[config.mk]
export PLATFORM = sky130hd
export DESIGN_NAME = bus_arbiter_rr
export DESIGN_NICKNAME = d
export VERILOG_FILES = /design/src/rtl/bus_arbiter_rr.sv
export SDC_FILE = /design/constraint.sdc
export NUM_CORES = 1
export LEC_CHECK = 0
export ABC_AREA = 1
export CORE_UTILIZATION = 53
export DETAILED_ROUTE_END_ITERATION = 6
export PLACE_DENSITY = 0.82
export SLEW_MARGIN = 20
export SYNTH_ARGS = -nofsm -noshare
export SYNTH_HDL_FRONTEND = slang
export SYNTH_SLANG_ARGS = --single-unit
[constraint.sdc]
create_clock -name clk -period 2.21 [get_ports clk]
set_input_delay 0.442 -clock clk [delete_from_list [all_inputs] [get_ports clk]]
set_output_delay 0.442 -clock clk [all_outputs]
set_load 0.03 [all_outputs]
[src/rtl/bus_arbiter_rr.sv]
// bus_arbiter_rr: four-way round-robin arbiter for a shared datapath.
// Registered one-hot grant, per-grant hold counter that revokes the grant
// at MAX_HOLD cycles (one-cycle timeout pulse), and a mandatory idle
// turnaround cycle between consecutive grants.
// Optional feature: define ARB_PARITY_EN to add the 'par' output, the even
// parity of the registered status {busy, grant_id, grant}.
module bus_arbiter_rr #(
   parameter int CW       = 4,
   parameter int MAX_HOLD = 15
) (
   input  logic          clk,
   input  logic          reset_n,
   input  logic [3:0]    req,
   input  logic          done,
   output logic [3:0]    grant,
   output logic [1:0]    grant_id,
   output logic          busy,
   output logic [CW-1:0] hold_cnt,
`ifdef ARB_PARITY_EN
   output logic          par,
`endif
   output logic          timeout
);

   typedef enum logic [1:0] {
      IDLE  = 2'd0,
      GRANT = 2'd1,
      TURN  = 2'd2
   } state_t;

   state_t        state;
   state_t        next_state;
   logic [1:0]    last_id;
   logic [1:0]    next_last_id;
   logic [3:0]    next_grant;
   logic [1:0]    next_grant_id;
   logic          next_busy;
   logic [CW-1:0] next_hold_cnt;
   logic          next_timeout;
   logic [1:0]    winner;
   logic          owner_done;
   logic          owner_dropped;
   logic          hold_limit;

   // Pick the first requester after the previous owner; walking the offsets
   // from farthest to nearest lets the nearest set bit take the final say.
   always_comb begin
      winner = last_id + 2'd1;
      for (int k = 4; k >= 1; k--) begin
         if (req[last_id + 2'(k)]) begin
            winner = last_id + 2'(k);
         end
      end
   end

   // Next-state and next-output logic; every register holds unless a
   // transition below changes it, and timeout falls back to zero each cycle.
   always_comb begin
      next_state    = state;
      next_last_id  = last_id;
      next_grant    = grant;
      next_grant_id = grant_id;
      next_busy     = busy;
      next_hold_cnt = hold_cnt;
      next_timeout  = 1'b0;
      owner_done    = done;
      owner_dropped = ~req[grant_id];
      hold_limit    = (hold_cnt == CW'(MAX_HOLD - 1));
      unique case (state)
         IDLE: begin
            if (|req) begin
               next_state    = GRANT;
               next_grant    = 4'b0001 << winner;
               next_grant_id = winner;
               next_busy     = 1'b1;
               next_hold_cnt = '0;
            end
         end
         GRANT: begin
            if (owner_done || owner_dropped || hold_limit) begin
               next_state    = TURN;
               next_grant    = 4'b0000;
               next_busy     = 1'b0;
               next_hold_cnt = '0;
               next_last_id  = grant_id;
               next_timeout  = hold_limit && !owner_done && !owner_dropped;
            end else begin
               next_hold_cnt = hold_cnt + CW'(1);
            end
         end
         TURN: begin
            next_state = IDLE;
         end
         default: begin
            next_state = IDLE;
         end
      endcase
   end

   // State and registered outputs; reset leaves requester 0 first in line.
   always_ff @(posedge clk or negedge reset_n) begin
      if (!reset_n) begin
         state    <= IDLE;
         last_id  <= 2'd3;
         grant    <= 4'b0000;
         grant_id <= 2'd0;
         busy     <= 1'b0;
         hold_cnt <= '0;
         timeout  <= 1'b0;
      end else begin
         state    <= next_state;
         last_id  <= next_last_id;
         grant    <= next_grant;
         grant_id <= next_grant_id;
         busy     <= next_busy;
         hold_cnt <= next_hold_cnt;
         timeout  <= next_timeout;
      end
   end

`ifdef ARB_PARITY_EN
   // Parity of the registered status for the downstream checker.
   always_comb begin
      par = ^{busy, grant_id, grant};
   end
`endif

endmodule

# Word-level counts from Yosys, hierarchy flattened
# Cells that the tools add are included.
# Widths: inputs -> output; s select.
# word_totals
regBits	16
inputBits	7
out_inout_bits	12
word_cells	63
# op_classes
addsub	4
n_lt_le_gt_ge	5
eq_ne	4
shift	1
mux	28
bitwise	1
reduce_logical	13
# op_table
cell	count
$mux 4	4
$pmux 4 s2	2
$lt 2x3->1 const B	5
$mux 2	6
$bmux 1 s2	5
$mux 1	9
$reduce_and 2->1	4
$add 2x2->2 const B	2
$add 4x1->4 const B	1
$eq 4x4->1 const B	1
$ne 2x2->1 const B	2
$pmux 2 s2	1
$reduce_or 4->1	1
$shl 1x2->4 const A	1
$reduce_and 3->1	1
$add 2x1->2 const B	1
$eq 2x1->1 const B	1
$logic_and 1x1->1	2
$logic_not 2->1	1
$logic_or 1x1->1	2
$pmux 1 s2	1
$reduce_bool 2->1	1
$logic_not 1->1	1
$not 1->1	1

# Longest topological paths before layout
# depth
ltp_word	9
mapped_depth	13
mapped_depth_nobuf	12

# Worst setup path before layout
# No wires, ideal clock.
# synth_timing
path_kind	reg-to-reg
from	reg last_id[0]
to	reg grant_id[0]
setup_time_ns	0.123
arrival_time_ns	1.305
t_required_ns	2.087
slack_ns	0.782
stages_incl_launch_ff	13
path_buffers	1
period_less_slack_ns	1.428
cell_sequence	dfstp_2 > buf_6 > inv_4 > nand2_2 > nand2_1 > o21ai_0 > inv_1 > nand2_2 > nand2_2 > nand2_2 > nand2_2 > nand2_1 > o21ai_1
# synth_between
elab_chain_cells	6
word_cells_on_any_way	15
cone_classes	add/sub: 3; mux: 12
# synth_lines
item	line	source
start: declaration	33	logic [1:0] last_id;
start signal: assignment	112	last_id <= next_last_id;
$add 2x2->2 or $bmux 1 s2 (tied branches)	50, 51	
$bmux 1 s2 or $mux 1 (tied branches)	50	if (req[last_id + 2'(k)]) begin
$mux 1 (implied by the code) or $mux 2 (tied branches)	50	
$mux 2 (2 in a row)	50	
$mux 2 *	50	
end signal: assignment	114	grant_id <= next_grant_id;
end: declaration	16	output logic [1:0] grant_id,
# Mark *: on every way between the ends. The rest lies on a longest branch, timed or not. The select of a mux whose other input is x is not followed.
# A chain may end at the register's enable or synchronous reset.

# Worst setup path after layout
# layout_timing
from	reg hold_cnt[0]
to	out hold_cnt[0]
# layout_rtl
item	line	source
start: declaration	18	output logic [CW-1:0] hold_cnt,
start signal: assignment	116	hold_cnt <= next_hold_cnt;
# No word-level cell between the ends.

==> summary.md <==
| Metric | Value |
|---|---|
| Outcome | `finished, final reports clean` |
| Clk slew on worst S/H paths | `90 ps` |
| CP startpoint kind | `flip-flop` |
| CP max stage cell | `clkdlybuf4s50_1` |
| GPL Wtd Cong | `~0.83` |
| Die X | `44.0 um` |
| # nets final | `between 150 and 200` |
| Worst Path Arrival | `around 1400 ps` |
| Clk root buf | `clkbuf_4` |
| Final Hold Fails | `0` |
| Max_slew headroom | `0.551` |
| Metal2 WL | `around 900 um` |
| Crit share post-route | `0.844` |
| Synth unique cells | `21` |
| CP Buf/Inv Count | `1` |
| ANT cells | `0` |
| Syn Inst Count | `124` |
| Row count | `14` |
| WL/cell | `~12 um` |
| DRT iter0 DRCs | `28` |
| Period minus WS final | `between 1500 and 2000 ps` |
| Die area | `between 1500 and 2000 um^2` |
| Slew of the pin with the lowest slew margin | `between 600 and 700 ps` |
| Std-Cell Core Area | `1580 um^2` |
| First-pass GRT wire length | `between 3000 and 4000 um` |
| CP max stage delay | `approximately 700 ps` |
| Final Slew Violations | `0` |
| Vias per std cell | `roughly 5.4` |
| Avg Cell Area, Syn | `7.54 um^2` |
| Syn_nets | `133` |
| Area Overhead vs Synth | `24.5%` |
| Worst hold path type | `reg -> reg` |
| DR top layer | `met3` |
| Synthesis-stage register bit count | `16` |
| Max Clk Rate | `between 500 and 600 MHz` |
| Max-cap violations | `0` |
| CTS Hold Bufs | `0` |
| Finished Layout Cells | `161` |
| IO buf count | `18` |
| Vias in the first global route | `762` |
| Worst vdd ir | `1.03 mV` |
| Syn. warnings | `0` |
| CTS HTree Levels | `1` |
| Setup TNS | `0 ps` |
| Post-CTS Setup Inserts | `0` |
| Routed vias | `approximately 860` |
| CTS sink cnt | `16` |
| Most frequent cells in the layout | `nand2_1, nand3_1, clkdlybuf4s50_1` |
| Family with the most delay on the worst path | `buffers and inverters` |
| Total Routing Usage GR | `0.239` |
| Critical path endpoint category | `output pin` |
| Initial Utilization | `0.593` |
| Placed cell count | `~160` |
| Post-DP HPWL | `between 1500 and 2000 um` |
| Num CTS Buffers | `3` |
| Critical path peak fanout | `6` |
| RSZ-0062 raised after global routing | `no` |
| CTS max path bufs | `2` |
| Critical setup path kind | `reg -> out` |
| Seq/Total Area, Yosys | `0.431` |
| Largest net degree at the start of global routing | `17` |
| Initial antenna violation count | `0` |
| I/O pins | `19` |
| Commonest non-fill, non-tap cell in the layout | `nand2_1` |
| Remaining Overflow, GRT | `0` |
| Pre-Repair DR Iteration Count | `6` |
| Synthesized area | `between 900 and 1000 um^2` |
| Static Leak | `~0.58 nW` |
| Skew final | `~4.8 ps` |
| DR DRC count | `0` |
| M1 WL | `approximately 970 um` |
| Drt total wl | `roughly 2000 um` |
| Critical Path, Cell by Cell | `clkdlybuf4s50_1` |
| PostCTS Resize Cnt | `0` |
| Critical Path RT | `~1800 ps` |
| Pwr Density | `1450 nW/um^2` |
| Die Y-Extent | `between 40 and 50 um` |
| CTS tree | `done` |
| Worst skew pair latency | `~290 ps` |
| Final number of setup-violating endpoints | `0` |
| Routed Antenna Nets | `0` |
| DR WL met3 | `between 100 and 150 um` |
| Share of cells above drive strength 1 | `0.138` |
flip-flops by register name, summed over array words and instances (netlist names):
name / count
grant: 4
hold_cnt: 4
grant_id: 2
last_id: 2
state: 2
busy: 1
timeout: 1
worst paths after layout:
check	slack [ps]	endpoint	depth (start not counted)	startpoint
max in group asynchronous	1230	hold_cnt[1]	1	reset_n
setup reg to reg	610	grant_id[0]	11	last_id[0]
hold / removal	510	busy	2	busy
setup / recovery	340	hold_cnt[0]	1	hold_cnt[0]
min in group asynchronous	560	grant_id[1]	1	reset_n
hold reg to reg	510	busy	2	busy
synthesized netlist by cell type:
master	instances	share of area
a21oi_2	1	0.0094
nor2_1	4	0.016
clkbuf_1	1	0.0040
nand4_1	4	0.027
o21ai_1	4	0.021
inv_1	15	0.060
dfrtp_1	14	0.37
nor2b_1	1	0.0067
xor2_1	1	0.0094
nand2_1	32	0.13
ha_1	2	0.027
a21oi_1	2	0.011
buf_6	1	0.012
dfstp_2	2	0.056
xnor2_1	1	0.0094
nand3_1	18	0.096
inv_2	2	0.0080
o21ai_0	9	0.048
inv_4	1	0.0067
nand2_2	7	0.047
nand3_2	2	0.021
area by class of cell:
cell class	count	area [um^2]
Tap cell	16	20.0
Clock buffer	4	36.3
Inverter	18	70.1
Multi-Input combinational cell	88	447
Timing Repair Buffer	19	188
Fill cell	129	413
Sequential cell	16	403
stage by stage:
step / worst slack (ps) / cell area, um^2 / hold slack, ps / util / power (mW)
after floorplan: 782 / 935 / 146 / - / 1.22
after global placement: 349 / 1130 / 476 / 0.715 / 1.46
after detailed placement: 303 / 1130 / 493 / 0.715 / 1.50
after CTS: 335 / 1160 / 518 / 0.738 / 1.70
after global routing: 275 / 1160 / 549 / 0.738 / 1.84
final: 345 / 1160 / 505 / 0.738 / 1.69
layer usage:
layer / global-route usage / up-vias
met3: 0.0750 / 0
met1: 0.342 / 394
met2: 0.367 / 26
met5: 0 / -
met4: 0.0364 / 0
li1: - / 443
report_power, final:
part	switching (mW)	total, mW	internal, mW
logic	0.646	0.995	0.349
registers	0.100	0.505	0.405
clock network	0.0902	0.191	0.100
total	0.837	1.69	0.854
kinds of logic after synthesis:
group / after synthesis / synth area share
simple gates: 68 / 0.343
compound gates: 16 / 0.0897
xor+xnor: 2 / 0.0187
flops: 16 / 0.431
fa+ha+maj: 2 / 0.0268
buf+inv: 20 / 0.0910
(Power assumes the default switching activity.)
